===== config.mk =====
export PLATFORM = sky130hd
export DESIGN_NAME = ahb_arbiter
export DESIGN_NICKNAME = d
export VERILOG_FILES = /design/src/rtl/ahb_arbiter.sv
export SDC_FILE = /design/constraint.sdc
export NUM_CORES = 1
export LEC_CHECK = 0
export ABC_CLOCK_PERIOD_IN_PS = 5100
export CELL_PAD_IN_SITES_DETAIL_PLACEMENT = 1
export CELL_PAD_IN_SITES_GLOBAL_PLACEMENT = 1
export CORE_AREA = 2 2 43 75
export CTS_BUF_LIST = sky130_fd_sc_hd__clkbuf_2 sky130_fd_sc_hd__clkbuf_4 sky130_fd_sc_hd__clkbuf_8
export CTS_CLUSTER_SIZE = 16
export DETAILED_ROUTE_END_ITERATION = 6
export DIE_AREA = 0 0 45 77
export PLACE_DENSITY = 0.88
export SETUP_SLACK_MARGIN = 0.2
export SLEW_MARGIN = 0
export SYNTH_ARGS = -nofsm -noshare
export SYNTH_HDL_FRONTEND = slang
export SYNTH_SLANG_ARGS = --single-unit

===== constraint.sdc =====
create_clock -name HCLK -period 5.1 [get_ports HCLK]
set_input_delay 0.51 -clock HCLK [delete_from_list [all_inputs] [get_ports HCLK]]
set_output_delay 0.51 -clock HCLK [all_outputs]
set_load 0.05 [all_outputs]

===== src/rtl/ahb_arbiter.sv =====
// rtl/ahb_arbiter.sv - four-master AHB arbiter: round-robin grant, burst and lock protection
module ahb_arbiter #(
  parameter logic [3:0] HMASTER_M0     = 4'd0,
  parameter logic [3:0] HMASTER_M1     = 4'd1,
  parameter logic [3:0] HMASTER_M2     = 4'd2,
  parameter logic [3:0] HMASTER_M3     = 4'd3,
  parameter int unsigned DEFAULT_MASTER = 0
) (
  input  logic       HCLK,
  input  logic       HRESET,
  input  logic [3:0] HBUSREQx,
  input  logic [3:0] HLOCKx,
  input  logic [1:0] HTRANS,
  input  logic [2:0] HBURST,
  input  logic       HREADY,
  input  logic [1:0] HRESP,
  output logic [3:0] HGRANTx,
  output logic [3:0] HMASTER,
  output logic [3:0] HMASTERD,
  output logic       HMASTLOCK
);

  localparam logic [1:0] TRANS_IDLE   = 2'b00;
  localparam logic [1:0] TRANS_BUSY   = 2'b01;
  localparam logic [1:0] TRANS_NONSEQ = 2'b10;
  localparam logic [1:0] TRANS_SEQ    = 2'b11;
  localparam logic [1:0] RESP_OKAY    = 2'b00;
  localparam logic [1:0] DEF_IDX      = 2'(DEFAULT_MASTER);

  function automatic logic [3:0] encode(input logic [1:0] idx);
    case (idx)
      2'd0:    encode = HMASTER_M0;
      2'd1:    encode = HMASTER_M1;
      2'd2:    encode = HMASTER_M2;
      default: encode = HMASTER_M3;
    endcase
  endfunction

  logic [1:0] g;
  logic [1:0] g_next;
  logic [1:0] pick;
  logic       found;
  logic [3:0] cnt;
  logic [3:0] cnt_next;
  logic [3:0] burst_len;
  logic       nonseq_load;
  logic       locked;
  logic       rearb;

  // SEQ beats that follow a NONSEQ of each burst type
  always_comb begin
    burst_len = 4'd0;
    case (HBURST)
      3'b010, 3'b011: burst_len = 4'd3;
      3'b100, 3'b101: burst_len = 4'd7;
      3'b110, 3'b111: burst_len = 4'd15;
      default:        burst_len = 4'd0;
    endcase
  end

  always_comb begin
    cnt_next = cnt;
    if (HREADY) begin
      case (HTRANS)
        TRANS_NONSEQ: cnt_next = burst_len;
        TRANS_SEQ:    cnt_next = (cnt != 4'd0) ? cnt - 4'd1 : cnt;
        TRANS_IDLE:   cnt_next = 4'd0;
        TRANS_BUSY:   cnt_next = cnt;
        default:      cnt_next = cnt;
      endcase
    end else if (HRESP != RESP_OKAY) begin
      cnt_next = 4'd0;
    end
  end

  assign nonseq_load = HREADY && (HTRANS == TRANS_NONSEQ) && (burst_len != 4'd0);
  assign locked      = HLOCKx[g] && HBUSREQx[g];
  assign rearb       = (cnt == 4'd0) && !nonseq_load && !locked;

  // Round-robin scan starts after the current holder; the holder itself is the last candidate
  always_comb begin
    pick  = DEF_IDX;
    found = 1'b0;
    for (int k = 1; k <= 4; k++) begin
      if (!found && HBUSREQx[g + 2'(k)]) begin
        pick  = g + 2'(k);
        found = 1'b1;
      end
    end
    g_next = rearb ? pick : g;
  end

  always_ff @(posedge HCLK) begin
    if (HRESET) begin
      g         <= DEF_IDX;
      HGRANTx   <= 4'b0001 << DEF_IDX;
      HMASTER   <= encode(DEF_IDX);
      HMASTERD  <= encode(DEF_IDX);
      HMASTLOCK <= 1'b0;
      cnt       <= 4'd0;
    end else begin
      g       <= g_next;
      HGRANTx <= 4'b0001 << g_next;
      cnt     <= cnt_next;
      if (HREADY) begin
        HMASTERD  <= HMASTER;
        HMASTER   <= encode(g);
        HMASTLOCK <= HLOCKx[g];
      end
    end
  end

endmodule


After elaboration in Yosys (flattened, before gate mapping)
Cells that the tools add are included.

Flip-flop bits (word level): 19. Bits of input ports: 18. Output and inout port bits: 13. Logic and storage cells: 76.

Add/sub/neg operators: 4. $lt $le $gt $ge: 4. Eq/ne operators: 13. Shifts and indexed selects: 1. Multiplexer cells: 24. Reduce and logical (&&, ||, !) cells: 24.

Operators with widths (count): $pmux 4 s3 (2); $eq 3x3->1 const B (4); $lt 2x3->1 const B (4); $mux 4 (3); $bmux 1 s2 (5); $mux 2 (5); $logic_and 1x1->1 (8); $mux 1 (8); $reduce_bool 4->1 (2); $eq 2x2->1 const B (3); $eq 3x2->1 const B (2); $pmux 2 s3 (1); $reduce_or 2->1 (3); $logic_not 1->1 (5); $add 2x2->2 const B (2); $eq 2x1->1 const B (2); $logic_not 2->1 (2); $logic_not 4->1 (1); $reduce_bool 2->1 (2); $shl 1x2->4 const A (1); $sub 4x1->4 const B (1); $ne 3x3->1 const B (1); $reduce_and 3->1 (1); $add 2x1->2 const B (1); $ne 2x2->1 const B (1).

Longest topological paths before layout
Gate-level depths: netlist of the first run.

Depth in word-level cells: 15. Depth in mapped cells: 9. Depth with buffers taken out: 7.

Worst setup path before layout of the first run
OpenSTA, ideal clock, no wires.

Path kind: reg2reg. Start: register g[0]. End: register HGRANTx[2]. Setup time: 0.065 ns. Data arrival time: 2.582 ns. Data required time: 5.035 ns. Setup slack: 2.452 ns. Cell stages (with the launch flop): 10. Buffers on the path: 2. Period minus slack after synthesis: 2.648 ns. Cells stage by stage: dfxtp_1 > buf_6 > inv_1 > ha_1 > buf_2 > mux4_2 > or4b_4 > and2_4 > a311oi_2 > nor2b_1.

Cells in the longest elaborated chain, start to end: 15. Elaborated cells between the ends (all ways): 31. Classes of those cells: add/sub: 3; shift: 1; mux: 18; reduce/logical: 9.

Ends and longest elaborated chain: start: declaration (RTL line 39) `logic [1:0] g;`; start signal: assignment (RTL line 102) `g <= g_next;`; $add 2x1->2 (RTL line 85, 86); $bmux 1 s2 (RTL line 85) `if (!found && HBUSREQx[g + 2'(k)]) begin`; $mux 1 (not written as such) (RTL line 85); $mux 1 (RTL line 85); $logic_not 1->1 (RTL line 85); $logic_and 1x1->1 (RTL line 85); $mux 1 (RTL line 85); $logic_not 1->1 (RTL line 85); $logic_and 1x1->1 (RTL line 85); $mux 1 (RTL line 85); $logic_not 1->1 (RTL line 85); $logic_and 1x1->1 (RTL line 85); $mux 2 (RTL line 85); $mux 2 (*) (RTL line 90) `g_next = rearb ? pick : g;`; $shl 1x2->4 (*) (RTL line 103) `HGRANTx <= 4'b0001 << g_next;`; end signal: assignment (RTL line 96) `HGRANTx <= 4'b0001 << DEF_IDX;`; end signal: assignment (RTL line 103); end: declaration (RTL line 17) `output logic [3:0] HGRANTx,`.

Mark *: on every way between the ends. The rest lies on a longest branch, timed or not. The select of a mux whose other input is x is not followed. A chain may end at the register's enable or synchronous reset.

Final worst setup path of the first run
Ends and elaborated chain as after synthesis.

==> impl_metrics.json, run 1 <==
{
  "cts_setup_buffers": 0,
  "die_w_um": 45,
  "hpwlAfterDp_um": 2297,
  "power.leakage_nw": 0.5520,
  "p_per_area_nw_per_um2": 520.8,
  "critPathKind": "reg2reg",
  "synth_area_leaders": "dfxtp_1 28%, mux4_2 10%, ha_1 8.1%",
  "netlist_area_um2": 1086,
  "timing.final.crit_share_pct": 62.38,
  "tightestPinTransition_ns": 0.7073,
  "drtAntennaViolNets": 0,
  "nets": 168,
  "cts_resized": 0,
  "core.rowCount": 26,
  "io_buffer_count": 25,
  "period_minus_slack_ns": 3.182,
  "required_ns": 5.29,
  "setup_viol": 0,
  "final_common_cell": "clkdlybuf4s50_1",
  "num_vias": 972,
  "synth-edff-count": 0,
  "holdCritStartpoint": "HMASTERD[0]$_SDFFE_PP0P_",
  "routed_via_density": 5.718,
  "core_area_um2": 2863,
  "yosys.area.top_type": "dfxtp_1",
  "synthArstFlopShare_pct": 0,
  "place.gp.congestion": 0.8854,
  "wl_per_cell_um": 16.28,
  "start_util_pct": 37.94,
  "ys_seq_elements": 15,
  "crit_path_start_kind": "flip-flop",
  "ys_seq_area_share_pct": 27.65,
  "chipHeight_um": 77,
  "rr_startpoint": "g[0]$_SDFF_PP0_",
  "tns_ns": 0,
  "synthFlopType": "dfxtp_1",
  "cp_slowest_cell": "dfxtp_1",
  "path_clk_slew_ns": 0.06,
  "crit_buf_inv": 1,
  "insertion_delay_ns": 0.25,
  "grt_pass1_vias": 1023,
  "netlist_instances": 119,
  "crit_chain": "inv_1 -> ha_1 -> mux4_2 -> or4b_4 -> and2_4 -> a311oi_2 -> nor2b_1",
  "cts_sinks": 15,
  "drt-initial-drc-count": 21,
  "synth_cell_types": 40,
  "drv_cap": 0,
  "hold_viol_final": 0,
  "crit_family": "simple AND/OR/NAND/NOR gates",
  "cts_buffer_depth": 2,
  "fin_ws_ns": 1.918,
  "grt_max_degree": 12,
  "numCtsBuffers": 3,
  "critPathCaptureType": "flip-flop",
  "die_area_um2": 3465,
  "max_freq_mhz": 314.3,
  "grt_setup_unrepaired": "false",
  "ios": 31,
  "crit_arrival_ns": 3.37,
  "outcome": "finished, final reports clean",
  "routed_wl_um": 2768,
  "mostFrequentLayoutCells": "25 x clkdlybuf4s50_1, 15 x dfxtp_1, 15 x nor2_1",
  "antenna_found_initial": 0,
  "area_growth_pct": 26.50,
  "clock_skew_ns": 0.0009525,
  "vdd_drop_max_v": 0.0002615,
  "startpoint": "g[0]$_SDFF_PP0_",
  "drv_slew": 0,
  "synth_top_area_share_pct": 27.65,
  "grt_overflow_total": 0,
  "grt_pass1_wl_um": 4547,
  "cts_tree": "done",
  "dp_worst_setup_slack_ns": 1.886,
  "holdBufCountCts": 0,
  "critPathMaxFanout": 11,
  "firstDrtPassIters": 4,
  "reg2reg_slack_ns": 1.92,
  "syn_area_per_cell_um2": 9.126,
  "max_stage_delay_ns": 0.64,
  "worstHoldPathType": "reg2reg",
  "drc": 0,
  "grt_usage_pct": 17.33,
  "diodes": 0,
  "ctsRootBufferMaster": "clkbuf_8",
  "max_slew_margin_pct": 52.25,
  "cts_max_level": 1,
  "yosys_warnings": 0,
  "drive_above_1_share_pct": 11.27
}
-- worst min-delay path: stages, from the launching register on --
cell and delay [ns]:
dfxtp_1 0.32, mux2i_1 0.07, nor2_1 0.07
-- kinds of logic after synthesis --
kind of cell	synth area share [%]
and+or+nand+nor	20.05
AOI/OAI and AO/OA	19.24
adders and majority gates	8.064
other	0.3453
xor gates and xnor gates	1.613
DFF	27.65
buffers and inverters	8.064
muxes	14.98
-- sequential cells by signal, summed over array words and instances, names as in the netlist --
name and flops:
HMASTERD 2, HGRANTx 4, HMASTER 2, g 2, HMASTLOCK 1, cnt 4
-- Yosys cell counts (2+ instances only) --
cell type and instances:
mux4_2 5, o21a_1 2, a31oi_1 2, nor2_1 15, nand2_1 5, dfxtp_1 15
o21ai_0 3, xor2_1 2, ha_1 7, inv_1 8, buf_4 4, nand2b_1 6
nor2b_1 4, nor3_1 2, clkbuf_1 3, a21oi_1 6, mux2i_1 5, o22ai_1 2
nand4_1 2
-- final timing paths --
check                                                 to  cells after the start
worst max-delay path               HGRANTx[2]$_SDFF_PP0_                      7
worst min-delay path            HMASTERD[0]$_SDFFE_PP0P_                      2
worst max register to register     HGRANTx[2]$_SDFF_PP0_                      7
worst min register to register  HMASTERD[0]$_SDFFE_PP0P_                      2
-- power by group --
group / total [mW] / internal [mW] / switching [mW]
combinational: 0.427 / 0.185 / 0.242
clock: 0.104 / 0.0608 / 0.0429
sequential: 0.185 / 0.148 / 0.0370
-- cell type report --
cell class              instances  area [um^2]
flip-flops and latches         15        300.3
well taps                      28        35.03
inverters                       8        30.03
clock buffers                   4        48.80
fillers                       340         1489
multi-input cells              90        709.4
repair buffers                 25        250.2
-- layer usage --
layer / routed length (um) / GRT usage [%]
met5: 0 / 0
met4: 41 / 5.294
met3: 143 / 2.824
met2: 1623 / 33.57
met1: 960 / 17.08
-- through the flow --
step	std cells	hold slack, ns	utilization [%]	instance area [um^2]	power [mW]
after CTS	170	0.5046	47.99	1374	0.7198
final	170	0.4941	47.99	1374	0.7155
after floorplan	122	0.4843	-	1097	0.5150
after global routing	170	0.5493	47.99	1374	0.7620
after global placement	166	0.4768	46.29	1325	0.5928
after detailed placement	166	0.4885	46.29	1325	0.6152
Note: power is estimated with default switching activity, not from simulation.
==> run 2, diff against run 1 <==
--- a/config.mk
+++ b/config.mk
@@ -5,15 +5,15 @@
 export SDC_FILE = /design/constraint.sdc
 export NUM_CORES = 1
 export LEC_CHECK = 0
-export ABC_CLOCK_PERIOD_IN_PS = 5100
+export ABC_CLOCK_PERIOD_IN_PS = 2800
 export CELL_PAD_IN_SITES_DETAIL_PLACEMENT = 1
 export CELL_PAD_IN_SITES_GLOBAL_PLACEMENT = 1
-export CORE_AREA = 2 2 43 75
+export CORE_AREA = 2 2 47 81
 export CTS_BUF_LIST = sky130_fd_sc_hd__clkbuf_2 sky130_fd_sc_hd__clkbuf_4 sky130_fd_sc_hd__clkbuf_8
 export CTS_CLUSTER_SIZE = 16
 export DETAILED_ROUTE_END_ITERATION = 6
-export DIE_AREA = 0 0 45 77
-export PLACE_DENSITY = 0.88
+export DIE_AREA = 0 0 49 83
+export PLACE_DENSITY = 0.79
 export SETUP_SLACK_MARGIN = 0.2
 export SLEW_MARGIN = 0
 export SYNTH_ARGS = -nofsm -noshare
==> constraint.sdc (replaced) <==
create_clock -name HCLK -period 2.8 [get_ports HCLK]
set_input_delay 0.28 -clock HCLK [delete_from_list [all_inputs] [get_ports HCLK]]
set_output_delay 0.28 -clock HCLK [all_outputs]
set_load 0.05 [all_outputs]
==> impl_metrics.json, run 2 (synthesis gave the netlist of run 1 again) <==
{
  "outcome": "finished, final reports clean",
  "grt_pass1_wl_um": 4981,
  "drc": 0,
  "routed_wl_um": 2971,
  "diodes": 0,
  "hold_viol_final": 0,
  "drv_slew": 0,
  "combinationalPowerShare_pct": 64.8,
  "firstDrtPassIters": 3,
  "holdBufCountCts": 0,
  "cts_tree": "done",
  "area_growth_pct": 31.80,
  "place.gp.congestion": 0.8632,
  "max_slew_margin_pct": 66.39,
  "p_clk_share_pct": 13.1,
  "antenna_found_initial": 0,
  "path_clk_slew_ns": 0.06,
  "grt_usage_pct": 16.00,
  "die_area_um2": 4067,
  "critPathCaptureType": "flip-flop",
  "routed_via_density": 5.182,
  "tightestPinTransition_ns": 0.5026,
  "crit_arrival_ns": 2.70,
  "nets": 173,
  "utilization_pct": 42.12,
  "internal_power_mw": 0.7417,
  "grt_pass1_vias": 1070,
  "drv_cap": 0,
  "grt_max_degree": 12,
  "drt-initial-drc-count": 34,
  "timing.final.crit_share_pct": 89.55,
  "cts_max_level": 1,
  "final_common_cell": "clkdlybuf4s50_1",
  "drive_above_1_share_pct": 15.65,
  "grt_setup_unrepaired": "true",
  "crit_path_start_kind": "flip-flop",
  "mostFrequentLayoutCells": "25 x clkdlybuf4s50_1, 15 x nor2_1, 14 x dfxtp_1",
  "setup_viol": 0,
  "core.rowCount": 28,
  "hpwlAfterDp_um": 2524,
  "switchingPower_mw": 0.6082,
  "insertion_delay_ns": 0.25,
  "critPathMaxFanout": 5,
  "ctsRootBufferMaster": "clkbuf_8",
  "die_w_um": 49,
  "cts_resized": 0,
  "ios": 31,
  "core_area_um2": 3398,
  "hold_ws_ns": 0.5022,
  "period_minus_slack_ns": 2.507,
  "worstHoldPathType": "reg2reg",
  "grt_overflow_total": 0,
  "start_util_pct": 31.96,
  "drtAntennaViolNets": 0,
  "clock_skew_ns": 0.004621,
  "vdd_drop_max_v": 0.0003601,
  "cts_buffer_depth": 2,
  "max_freq_mhz": 398.8,
  "cts_setup_buffers": 0,
  "p_sw_share_pct": 45.06,
  "tns_ns": 0,
  "critPathKind": "reg2reg",
  "wl_per_cell_um": 15.47,
  "chipHeight_um": 83,
  "cts_sinks": 15,
  "power.leakage_nw": 0.5757,
  "io_buffer_count": 25,
  "reg_top3": "HGRANTx (4), cnt (4)",
  "numCtsBuffers": 3,
  "p_per_area_nw_per_um2": 943.0,
  "required_ns": 3.00,
  "num_vias": 995,
  "seqPwrFrac_pct": 22.0
}
run 2: cell types whose count changed in the layout (fill, tap and decap cells not counted):
cell / before / now
clkbuf_4: 1 / 0
inv_2: 0 / 1
buf_4: 0 / 5
inv_1: 8 / 7
clkinv_2: 0 / 1
dfxtp_2: 0 / 1
dfxtp_1: 15 / 14
run 2: per-stage QoR:
| step | worst slack, ns | std cells | total power, mW | instance area [um^2] |
|---|---|---|---|---|
| CTS | 0.2694 | 192 | 1.367 | 1431 |
| global placement | 0.1628 | 188 | 1.137 | 1385 |
| global route | 0.1813 | 192 | 1.439 | 1431 |
| finish | 0.2927 | 192 | 1.350 | 1431 |
| detailed placement | 0.1220 | 188 | 1.185 | 1385 |
| floorplan | 0.2065 | 122 | 0.9645 | 1105 |
run 2: worst paths after layout:
check,startpoint,cells after the start,slack [ns],end
max reg2reg,g[0]$_SDFF_PP0_,7,0.29,HGRANTx[2]$_SDFF_PP0_
min,HMASTERD[0]$_SDFFE_PP0P_,2,0.50,HMASTERD[0]$_SDFFE_PP0P_
min reg2reg,HMASTERD[0]$_SDFFE_PP0P_,2,0.50,HMASTERD[0]$_SDFFE_PP0P_
max,g[0]$_SDFF_PP0_,7,0.29,HGRANTx[2]$_SDFF_PP0_
run 2: cell type report:
| class | count | area (um^2) |
|---|---|---|
| clock buffers | 3 | 41.29 |
| clock inverters | 1 | 5.005 |
| well taps | 45 | 56.30 |
| inverters | 8 | 30.03 |
| fillers | 419 | 1967 |
| multi-input cells | 90 | 709.4 |
| flip-flops and latches | 15 | 301.5 |
| repair buffers | 30 | 287.8 |
run 2: critical path, cell delays in order, from the launching register on:
cell and delay (ns):
dfxtp_2 0.33, inv_2 0.07, ha_1 0.32, mux4_2 0.55, or4b_4 0.51, and2_4 0.18, a311oi_2 0.33, nor2b_1 0.16
run 2: power by group through the flow:
stage / registers (mW) / logic, mW / clock network, mW
floorplan: 0.430 / 0.535 / 0
global placement: 0.300 / 0.838 / 0
detailed placement: 0.303 / 0.882 / 0
CTS: 0.299 / 0.884 / 0.185
global route: 0.302 / 0.950 / 0.186
finish: 0.297 / 0.875 / 0.177
run 2: layer usage:
layer  routed length, um  GRT usage (%)
met5                   0              0
met4                 124          10.91
met3                  92          2.338
met2                1744          31.88
met1                1011          13.69
==> run 3, diff against run 2 <==
--- a/config.mk
+++ b/config.mk
@@ -5,14 +5,16 @@
 export SDC_FILE = /design/constraint.sdc
 export NUM_CORES = 1
 export LEC_CHECK = 0
+export ABC_AREA = 1
 export ABC_CLOCK_PERIOD_IN_PS = 2800
 export CELL_PAD_IN_SITES_DETAIL_PLACEMENT = 1
 export CELL_PAD_IN_SITES_GLOBAL_PLACEMENT = 1
-export CORE_AREA = 2 2 47 81
+export CORE_AREA = 2 2 49 86
 export CTS_BUF_LIST = sky130_fd_sc_hd__clkbuf_2 sky130_fd_sc_hd__clkbuf_4 sky130_fd_sc_hd__clkbuf_8
 export CTS_CLUSTER_SIZE = 16
 export DETAILED_ROUTE_END_ITERATION = 6
-export DIE_AREA = 0 0 49 83
+export DIE_AREA = 0 0 51 88
+export GPL_TIMING_DRIVEN = 0
 export PLACE_DENSITY = 0.79
 export SETUP_SLACK_MARGIN = 0.2
 export SLEW_MARGIN = 0
==> impl_metrics.json, run 3 <==
{
  "outcome": "finished, final reports clean",
  "crit_family": "simple AND/OR/NAND/NOR gates",
  "hold_viol_final": 0,
  "synthArstFlopShare_pct": 0,
  "yosys.area_share.simple_pct": 42.86,
  "yosys.area.top_type": "dfxtp_1",
  "chipHeight_um": 88,
  "grt_max_degree": 10,
  "p_sw_share_pct": 50.56,
  "reg2reg_slack_ns": 0.82,
  "drtAntennaViolNets": 0,
  "routed_via_density": 4.715,
  "drc": 0,
  "clock_skew_ns": 0.002231,
  "seqCellArea_um2": 300.3,
  "num_vias": 1174,
  "worstHoldPathType": "in2reg",
  "synth_top_family_by_area": "simple AND/OR/NAND/NOR gates",
  "start_util_pct": 30.26,
  "crit_path_start_kind": "flip-flop",
  "max_stage_delay_ns": 0.39,
  "critPathMaxFanout": 9,
  "diodes": 0,
  "synth_area_leaders": "dfxtp_1 26%, nand2_1 11%, ha_1 7.6%",
  "ios": 31,
  "max_slew_margin_pct": 66.77,
  "grtUsageMet2_pct": 32.59,
  "area_growth_pct": 31.41,
  "synthXorXnorAreaFrac_pct": 0,
  "min_to": "HMASTLOCK$_SDFFE_PP0P_",
  "total_power_mw": 1.364,
  "synth_compound_area_share_pct": 10.47,
  "synth_top_area_share_pct": 26.17,
  "synth.mux.area_fraction_pct": 0,
  "r2r_end": "HGRANTx[0]$_SDFF_PP1_",
  "hpwlAfterDp_um": 2517,
  "wl_per_cell_um": 11.93,
  "timing.final.crit_share_pct": 70.57,
  "firstDrtPassIters": 4,
  "required_ns": 2.93,
  "p_clk_share_pct": 13.1,
  "cts_setup_buffers": 0,
  "mostFrequentLayoutCells": "35 x nand2_1, 24 x clkdlybuf4s50_1, 21 x inv_1",
  "internal_power_mw": 0.6741,
  "die_w_um": 51,
  "path_clk_slew_ns": 0.06,
  "drt-initial-drc-count": 12,
  "cts_buffer_depth": 2,
  "p_per_area_nw_per_um2": 904.4,
  "syn_area_per_cell_um2": 6.749,
  "synthTopCellsByCount": "35 x nand2_1, 21 x inv_1, 18 x nor2_1",
  "hold_path_depth": 2,
  "tightestPinTransition_ns": 0.4968,
  "antenna_found_initial": 0,
  "vdd_drop_max_v": 0.0003809,
  "switchingPower_mw": 0.6894,
  "ctsRootBufferMaster": "clkbuf_8",
  "num-fill-cells": 492,
  "grt_util_met1_pct": 13.06,
  "synth_cell_types": 27,
  "grt_setup_unrepaired": "false",
  "crit_chain": "buf_6 -> inv_8 -> ha_1 -> inv_1 -> nand2_1 -> nand2_1 -> nand3_2 -> nand2_2 -> nand2_2 -> nand2_2 -> nand2_2 -> nand2_4 -> nand2_1 -> nand2_1",
  "insertion_delay_ns": 0.24,
  "grt-busiest-layer": "met2",
  "routed_wl_um": 2970,
  "reg2regPathDepth": 14,
  "grt_overflow_total": 0,
  "synth.most_common_cell": "nand2_1",
  "period_minus_slack_ns": 1.976,
  "drv_cap": 0,
  "crit_arrival_ns": 2.10,
  "rr_startpoint": "g[0]$_SDFF_PP0_",
  "cts_max_level": 1,
  "cp_slowest_cell": "ha_1",
  "yosys_warnings": 0,
  "synth-edff-count": 0,
  "cts_tree": "done",
  "cts_sinks": 15,
  "reg_top3": "HGRANTx (4), cnt (4)",
  "seqPwrFrac_pct": 22.2,
  "nets": 227,
  "synthFlopType": "dfxtp_1",
  "hold_ws_ns": 0.3396,
  "setup_viol": 0,
  "power.leakage_nw": 0.7370,
  "combinationalPowerShare_pct": 64.7,
  "io_buffer_count": 24,
  "multi_input_area_um2": 714.4,
  "grt_pass1_vias": 1221,
  "ys_seq_area_share_pct": 26.17,
  "grt_usage_pct": 14.88,
  "crit_buf_inv": 3,
  "die_area_um2": 4488,
  "numCtsBuffers": 3,
  "critPathCaptureType": "flip-flop",
  "drive_above_1_share_pct": 18.41,
  "gr-usage-met3_pct": 0.5119,
  "core.rowCount": 30,
  "cts_resized": 0,
  "netlist_area_um2": 1147,
  "tns_ns": 0,
  "synth_fa_ha_area_share_pct": 7.634,
  "holdBufCountCts": 0,
  "ys_seq_elements": 15,
  "max_freq_mhz": 506.1,
  "grt_pass1_wl_um": 5188,
  "netlist_instances": 170,
  "final_common_cell": "nand2_1",
  "drv_slew": 0,
  "critPathKind": "reg2reg",
  "place.gp.congestion": 0.8035,
  "core_area_um2": 3791,
  "holdCritStartpoint": "HREADY"
}
[run 3: cell types whose count changed after synthesis, moves of 3 or more]
cell      previous run  this run
nand2_1              5        35
mux4_2               5         0
nor2_1              15        18
inv_1                8        21
nand2b_1             6         0
mux2i_1              5         0
nor2b_1              4         0
nand3_2              0         3
nand2_2              0        11
clkbuf_1             3         0
nand2_4              0         7
nand3_1              1        11
o21ai_0              3        11
[run 3: cell type report]
cell class                      count  area share, %
Multi-Input combinational cell    128          47.39
Sequential cell                    15          19.92
Timing Repair Buffer               24          15.93
Inverter                           24          6.473
Tap cell                           48          3.983
Clock buffer                        4          3.237
Buffer                              6          3.071
[run 3: logic make-up after synthesis]
group                    count (synthesis)
flip-flops                              15
other                                    1
AND/OR/NAND/NOR                         95
adder cells (fa/ha/maj)                  7
buffers and inverters                   30
AO/OA/AOI/OAI                           22
[run 3: power groups by stage]
stage / logic, mW / clock network [mW] / registers [mW]
2_1_floorplan: 0.580 / 0 / 0.401
3_3_place_gp: 0.868 / 0 / 0.307
3_5_place_dp: 0.891 / 0 / 0.307
4_1_cts: 0.893 / 0.185 / 0.303
5_1_grt: 0.989 / 0.197 / 0.310
6_report: 0.882 / 0.179 / 0.303
[run 3: per-stage QoR]
step,cell area (um^2),utilization [%],setup WS [ns],std cells
after floorplan,1159,-,1.070,173
after global placement,1459,38.48,0.8649,245
after detailed placement,1459,38.48,0.8316,245
after CTS,1508,39.77,0.8091,249
after global routing,1508,39.77,0.6685,249
final,1508,39.77,0.8239,249
[run 3: worst max-delay path by stage]
stage,start,to,cells after the start,slack (ns)
global route,g[0]$_SDFF_PP0_,HGRANTx[0]$_SDFF_PP1_,14,0.67
finish,g[0]$_SDFF_PP0_,HGRANTx[0]$_SDFF_PP1_,14,0.82
global placement,g[0]$_SDFF_PP0_,HGRANTx[2]$_SDFF_PP0_,13,0.86
detailed placement,g[0]$_SDFF_PP0_,HGRANTx[0]$_SDFF_PP1_,14,0.83
CTS,g[0]$_SDFF_PP0_,HGRANTx[0]$_SDFF_PP1_,14,0.81
floorplan,g[0]$_SDFF_PP0_,HGRANTx[0]$_SDFF_PP1_,15,1.07
[run 3: metal layers]
metal	wire length [um]	part of all wire (%)
met1	975	33
met2	1882	63
met3	58	2.0
met4	53	1.8
met5	0	0
